`config.mk`:
```
export PLATFORM = sky130hd
export DESIGN_NAME = crp16_exec_ctrl
export DESIGN_NICKNAME = d
export VERILOG_FILES = /design/src/rtl/crp16_exec_ctrl.sv
export SDC_FILE = /design/constraint.sdc
export NUM_CORES = 1
export LEC_CHECK = 0
export BUFFER_PORTS_ARGS = -buffer_cell sky130_fd_sc_hd__buf_2
export CORE_MARGIN = 2
export CORE_UTILIZATION = 28
export CTS_BUF_LIST = sky130_fd_sc_hd__clkbuf_16
export CTS_CLUSTER_DIAMETER = 200
export CTS_CLUSTER_SIZE = 30
export DETAILED_ROUTE_END_ITERATION = 8
export GPL_TIMING_DRIVEN = 0
export SETUP_SLACK_MARGIN = 0.15
export SLEW_MARGIN = 20
export SYNTH_ARGS = -nofsm -noshare
export SYNTH_HDL_FRONTEND = slang
export SYNTH_SLANG_ARGS = --single-unit
```
`constraint.sdc`:
```
create_clock -name clock -period 2.5 [get_ports clock]
set_input_delay 0.125 -clock clock [delete_from_list [all_inputs] [get_ports clock]]
set_output_delay 0.125 -clock clock [all_outputs]
set_load 0.1 [all_outputs]
```
`src/rtl/crp16_exec_ctrl.sv`:
```
//------------------------------------------------------------------------------
// crp16_exec_ctrl
//   Execution controller for the CRP16 datapath. Produces a single-cycle
//   clock-enable pulse (step_en) that advances the datapath by one cycle.
//   Modes: free-run at a prescaled rate, single-step from a key, and halt
//   when the PC matches a breakpoint address.
//
// Ports
//   clock        system clock (CLOCK_50 domain)
//   reset        asynchronous, active-low reset
//   run_key      raw run/halt toggle request (asynchronous level)
//   step_key     raw single-step request (asynchronous level)
//   bp_en        breakpoint compare enable
//   bp_addr      breakpoint PC value
//   pc           current PC from the datapath
//   step_en      registered one-cycle datapath advance pulse
//   running      high while in RUN
//   halted_at_bp high while stopped at a breakpoint
//   step_count   number of step_en pulses since reset (wraps)
//------------------------------------------------------------------------------
module crp16_exec_ctrl #(
  parameter int unsigned DIV_W  = 24,
  parameter int unsigned ADDR_W = 16
) (
  input  logic              clock,
  input  logic              reset,
  input  logic              run_key,
  input  logic              step_key,
  input  logic              bp_en,
  input  logic [ADDR_W-1:0] bp_addr,
  input  logic [ADDR_W-1:0] pc,
  output logic              step_en,
  output logic              running,
  output logic              halted_at_bp,
  output logic [15:0]       step_count
);

  typedef enum logic [1:0] {
    HALT  = 2'd0,
    RUN   = 2'd1,
    STEP  = 2'd2,
    BREAK = 2'd3
  } state_t;

  state_t            state, state_nx;
  logic [DIV_W-1:0]  presc, presc_nx;
  logic              bp_skip, bp_skip_nx;
  logic              pulse_nx;

  // [0] first sync stage, [1] sync_q, [2] sync_qq (edge-detect history)
  logic [2:0]        run_sync, step_sync;
  logic              run_edge, step_edge;
  logic              tick, bp_hit;

  assign run_edge  = run_sync[1]  & ~run_sync[2];
  assign step_edge = step_sync[1] & ~step_sync[2];
  assign tick      = &presc;
  // bp_skip lets the instruction at the breakpoint execute once on resume.
  assign bp_hit    = bp_en && (pc == bp_addr) && !bp_skip;

  always_comb begin
    state_nx   = state;
    presc_nx   = presc;
    bp_skip_nx = bp_skip;
    pulse_nx   = 1'b0;
    unique case (state)
      HALT, BREAK: begin
        presc_nx = '0;
        if (run_edge) begin
          state_nx   = RUN;
          bp_skip_nx = 1'b1;
        end else if (step_edge) begin
          state_nx = STEP;
        end
      end
      STEP: begin
        pulse_nx = 1'b1;
        state_nx = HALT;
      end
      RUN: begin
        presc_nx = presc + 1'b1;
        if (run_edge) begin
          state_nx = HALT;
          presc_nx = '0;
        end else if (tick) begin
          if (bp_hit) begin
            state_nx = BREAK;
          end else begin
            pulse_nx   = 1'b1;
            bp_skip_nx = 1'b0;
          end
        end
      end
      default: state_nx = HALT;
    endcase
  end

  always_ff @(posedge clock or negedge reset) begin
    if (!reset) begin
      state        <= HALT;
      presc        <= '0;
      bp_skip      <= 1'b0;
      run_sync     <= '0;
      step_sync    <= '0;
      step_en      <= 1'b0;
      running      <= 1'b0;
      halted_at_bp <= 1'b0;
      step_count   <= '0;
    end else begin
      run_sync     <= {run_sync[1:0], run_key};
      step_sync    <= {step_sync[1:0], step_key};
      state        <= state_nx;
      presc        <= presc_nx;
      bp_skip      <= bp_skip_nx;
      step_en      <= pulse_nx;
      running      <= (state_nx == RUN);
      halted_at_bp <= (state_nx == BREAK);
      step_count   <= step_count + {15'd0, step_en};
    end
  end

endmodule

```
# Word level (Yosys, flattened, before mapping)
# Cells that the tools add are included.
[word_totals]
ff_bits = 52
output_inout_bits = 19
elab_cells = 50
[classes]
add_sub_neg = 2
n_eq_ne = 10
n_mux = 17
bitwise_logic = 4
n_reduce_logical = 8
[ops]
columns = ["op", "count"]
rows = [
  ["$pmux 24 s2", 1],
  ["$add 24x1->24 const B", 1],
  ["$mux 24", 1],
  ["$reduce_and 24->1", 1],
  ["$add 16x1->16", 1],
  ["$eq 16x16->1", 1],
  ["$mux 2", 5],
  ["$ne 2x2->1 const B", 4],
  ["$mux 1", 7],
  ["$eq 2x2->1 const B", 3],
  ["$pmux 2 s3", 1],
  ["$reduce_and 5->1", 1],
  ["$eq 2x1->1 const B", 2],
  ["$pmux 1 s2", 2],
  ["$and 1x1->1", 2],
  ["$logic_and 1x1->1", 2],
  ["$logic_not 2->1", 1],
  ["$not 1->1", 2],
  ["$reduce_bool 2->1", 1],
  ["$reduce_or 2->1", 1],
  ["$logic_not 1->1", 1],
]

# Depth between registers and ports, before layout
[depth]
depth_word = 8
depth_mapped = 8
mapped_depth_nobuf = 7

# Worst setup path before layout
# No wires, ideal clock.
[synth_timing]
path_type = "flip-flop to flip-flop"
startpoint = "reg step_count[0]"
endpoint = "reg step_count[12]"
t_arrival_ns = 2.234
required_ns = 2.341
path_slack_ns = 0.107
stages_incl_launch_ff = 8
path_buffers = 0
path_cell_list = "dfrtp_1 -> ha_1 -> ha_1 -> nand2_1 -> or2_2 -> nor2_1 -> nand3_1 -> xnor2_1"
[synth_between]
elab_chain_cells = 1
[synth_lines]
columns = ["item", "line_no", "source"]
rows = [
  ["start: declaration", "35", "output logic [15:0] step_count"],
  ["start signal: assignment", "118", "step_count <= step_count + {15'd0, step_en};"],
  ["$add 16x1->16", "118", ""],
]
# No other way between the ends.
# A chain may end at the register's enable or synchronous reset.

# Worst setup path in the final report
[layout_timing]
startpoint = "reg presc[0]"
endpoint = "reg step_en"
[layout_between]
elab_chain_cells = 4
[layout_lines]
columns = ["item", "line_no", "source"]
rows = [
  ["start: declaration", "46", "logic [DIV_W-1:0] presc, presc_nx;"],
  ["start signal: assignment", "113", "presc <= presc_nx;"],
  ["$reduce_and 24->1", "57", "assign tick = &presc;"],
  ["$mux 1", "85", "end else if (tick) begin"],
  ["$mux 1", "82", "if (run_edge) begin"],
  ["$pmux 1 s2", "66", "unique case (state)"],
  ["named net pulse_nx", "48", "logic pulse_nx;"],
  ["end signal: assignment", "115", "step_en <= pulse_nx;"],
  ["end: declaration", "32", "output logic step_en,"],
]
# The timed path passes the listed nets, and every way through them passes these cells.

==> impl_metrics.tcl <==
set metrics [dict create \
    cts-resized-gates 0 \
    ys_seq_area_frac 0.490 \
    yosys_warnings 0 \
    maxCapViolCount 0 \
    hold_class "input port to flop" \
    synthFlopType "dfrtp_1" \
    grt_pass1_vias 2114 \
    tightest_slew_ps 658 \
    avgSynthCellArea_um2 9.77 \
    dpl_cell_area_um2 3100 \
    antenna_found_initial 0 \
    io_pins 56 \
    cts_buffers 5 \
    cts_max_path_buffers 2 \
    synth.area.top_cells "dfrtp_1 49%, xnor2_1 7.6%, xor2_1 5.9%" \
    dieArea_um2 10300 \
    grt_usage 0.116 \
    setup_viol 0 \
    period_minus_slack_ps 2120 \
    path_clk_slew_ps 70 \
    period_share 0.849 \
    fin_setup_tns_ps 0 \
    synth_cells 272 \
    fmax_mhz 471 \
    fin_worst_skew_ps 6.87 \
    end_kind "flop" \
    path_buf_inv 0 \
    synthTopCellsByCount "52 x dfrtp_1, 26 x nor2_1, 23 x xnor2_1" \
    via_count 2185 \
    core_um2 9240 \
    antenna_cells 0 \
    setup.worst_path.start_class "flop" \
    worst_path_largest_cell_delay_ps 410 \
    crit_type "flop to flop" \
    drt-initial-drc-count 107 \
    postRouteAntennaNets 0 \
    clock_sinks 52 \
    relSlewSlack 0.562 \
    cts_tree "built" \
    die_x_um 101 \
    p_leak_uw 0.00146 \
    yosysTopAreaCell "dfrtp_1" \
    peakVddDrop_mv 0.450 \
    std_cell_rows 35 \
    fp.dieH_um 101 \
    cts_root_buf "clkbuf_16" \
    critPathRequiredTime_ps 2680 \
    drt-wirelength-per-cell_um 11.8 \
    rsz0062_at_grt "no" \
    cts_max_level 2 \
    cp_max_fo 5 \
    grt_pass1_wl_um 9710 \
    path_delay_family "simple AND/OR/NAND/NOR gates" \
    slowest_stage "nor4_1" \
    synth-edff-count 0 \
    yosysUniqueCellTypes 39 \
    synth_most_common_cell "dfrtp_1" \
    synth_top_area_frac 0.490 \
    r2r_slack_ps 380 \
    drcViolationCount 0 \
    fillers 939 \
    drt_first_pass_iters 4 \
    post_route_cells_drive_above_1_share 0.210 \
    nets 379 \
    syn_nets 314 \
    dp_hpwl_um 4090 \
    drv_slew 0 \
    ys_ff_latch 52 \
    wl_um 5500 \
    timing_hold_violations_final 0 \
    worstSkewPairLatency_ps 290 \
    grt_max_degree 53 \
    via_per_inst 4.68 \
    status "completed" \
    numPortBuffers 55 \
    syn-cell-area_um2 2660 \
    critPathArrivalTime_ps 2300 \
    async_reset_ff_frac 1.00 \
    final_cell_area_um2 3270 \
    power.density_nw_per_um2 768 \
    grt-ovfl-total 0 \
    cp_cell_sequence "ha_1, nand3_1, or2_2, nor4_1, o311ai_0, a21oi_1" \
    initial_core_util 0.288 \
    gp_congestion 0.757 \
    syn2layout_area_growth_pct 23.2 \
]
==> registers in the layout, indices dropped and copies added (netlist names) <==
signal,cells
bp_skip,1
step_en,1
step_count,16
halted_at_bp,1
presc,24
run_sync,3
running,1
step_sync,3
state,2
==> worst reg2reg max path, delay by kind of cell (launching register included) <==
| kind | cells | cell delay, ps |
|---|---|---|
| and+or+nand+nor | 3 | 900 |
| AOI/OAI and AO/OA | 2 | 490 |
| DFF | 1 | 400 |
| adders and majority gates | 1 | 220 |
==> where the power goes <==
group	switching, µW	internal (µW)	total, µW	leakage [µW]
logic	656	199	855	0.000691
registers	63.4	918	982	0.000695
clock network	307	369	676	0.0000736
==> final cells by class <==
type,count,area [µm²],area share
Clock inverter,3,18.8,0.00573
Tap cell,129,161,0.0493
Sequential cell,52,1300,0.398
Inverter,6,22.5,0.00688
Timing Repair Buffer,58,308,0.0940
Clock buffer,5,125,0.0382
Multi-Input combinational cell,208,1310,0.400
Buffer,6,23.8,0.00726
==> per-stage QoR <==
stage / setup WS [ps] / cells / hold WS [ps] / total power (µW) / utilization
2_1_floorplan: 260 / 272 / -171 / 1650 / -
3_3_place_gp: 433 / 456 / 234 / 1840 / 0.335
3_5_place_dp: 417 / 456 / 208 / 1850 / 0.335
4_1_cts: 408 / 467 / 269 / 2530 / 0.354
5_1_grt: 171 / 467 / 325 / 2670 / 0.354
6_report: 379 / 467 / 268 / 2510 / 0.354
==> kinds of logic after synthesis <==
| kind of cell | Yosys count | synth area share |
|---|---|---|
| flops | 52 | 0.490 |
| simple gates | 121 | 0.239 |
| buf+inv | 12 | 0.0174 |
| xor+xnor | 41 | 0.135 |
| fa+ha+maj | 5 | 0.0235 |
| compound gates | 41 | 0.0956 |
==> repair_timing <==
item,in CTS,in global routing
hold buffers,3,0
buffers inserted,0,0
hold endpoints to repair,54,0
==> path summary, 6_finish.rpt <==
path,startpoint,end,depth (start not counted)
hold / removal,bp_en,bp_skip,5
setup reg to reg,presc[0],step_en,6
hold reg to reg,step_sync[0],step_sync[1],0
setup / recovery,presc[0],step_en,6
min in group asynchronous,reset,step_count[3],2
max in group asynchronous,reset,step_en,2
==> placed cells by master, fill, tap and decap left out, types with 2 or more instances in the layout <==
master | netlist | final
clkbuf_16 | 0 | 5
ha_1 | 5 | 5
nor2_1 | 26 | 26
nand2b_1 | 3 | 3
dfrtp_2 | 0 | 2
a21oi_1 | 9 | 9
clkbuf_1 | 5 | 5
xor2_1 | 18 | 18
a31oi_1 | 3 | 3
o31ai_1 | 3 | 3
dlygate4sd3_1 | 0 | 3
inv_1 | 6 | 6
or2_2 | 2 | 2
o21ai_0 | 15 | 15
or4_1 | 2 | 2
nor3_1 | 6 | 6
nor2b_1 | 4 | 4
nand3_1 | 17 | 17
nand4_1 | 11 | 11
clkinv_2 | 0 | 2
and3_1 | 10 | 10
and2_1 | 2 | 2
nor4_1 | 4 | 4
dfrtp_1 | 52 | 50
nand2_1 | 22 | 22
and4_1 | 4 | 4
or3_1 | 4 | 4
o41ai_1 | 2 | 2
buf_2 | 0 | 54
xnor2_1 | 23 | 23
==> metal layers <==
| layer | wire, µm | vias to the layer above | global-route usage |
|---|---|---|---|
| li1 | - | 1095 | - |
| met1 | 2680 | 1041 | 0.159 |
| met2 | 2580 | 41 | 0.187 |
| met3 | 170 | 8 | 0.0228 |
| met4 | 63 | 0 | 0.0343 |
| met5 | 0 | - | 0 |
No activity file was read; power rests on OpenSTA's default activity.
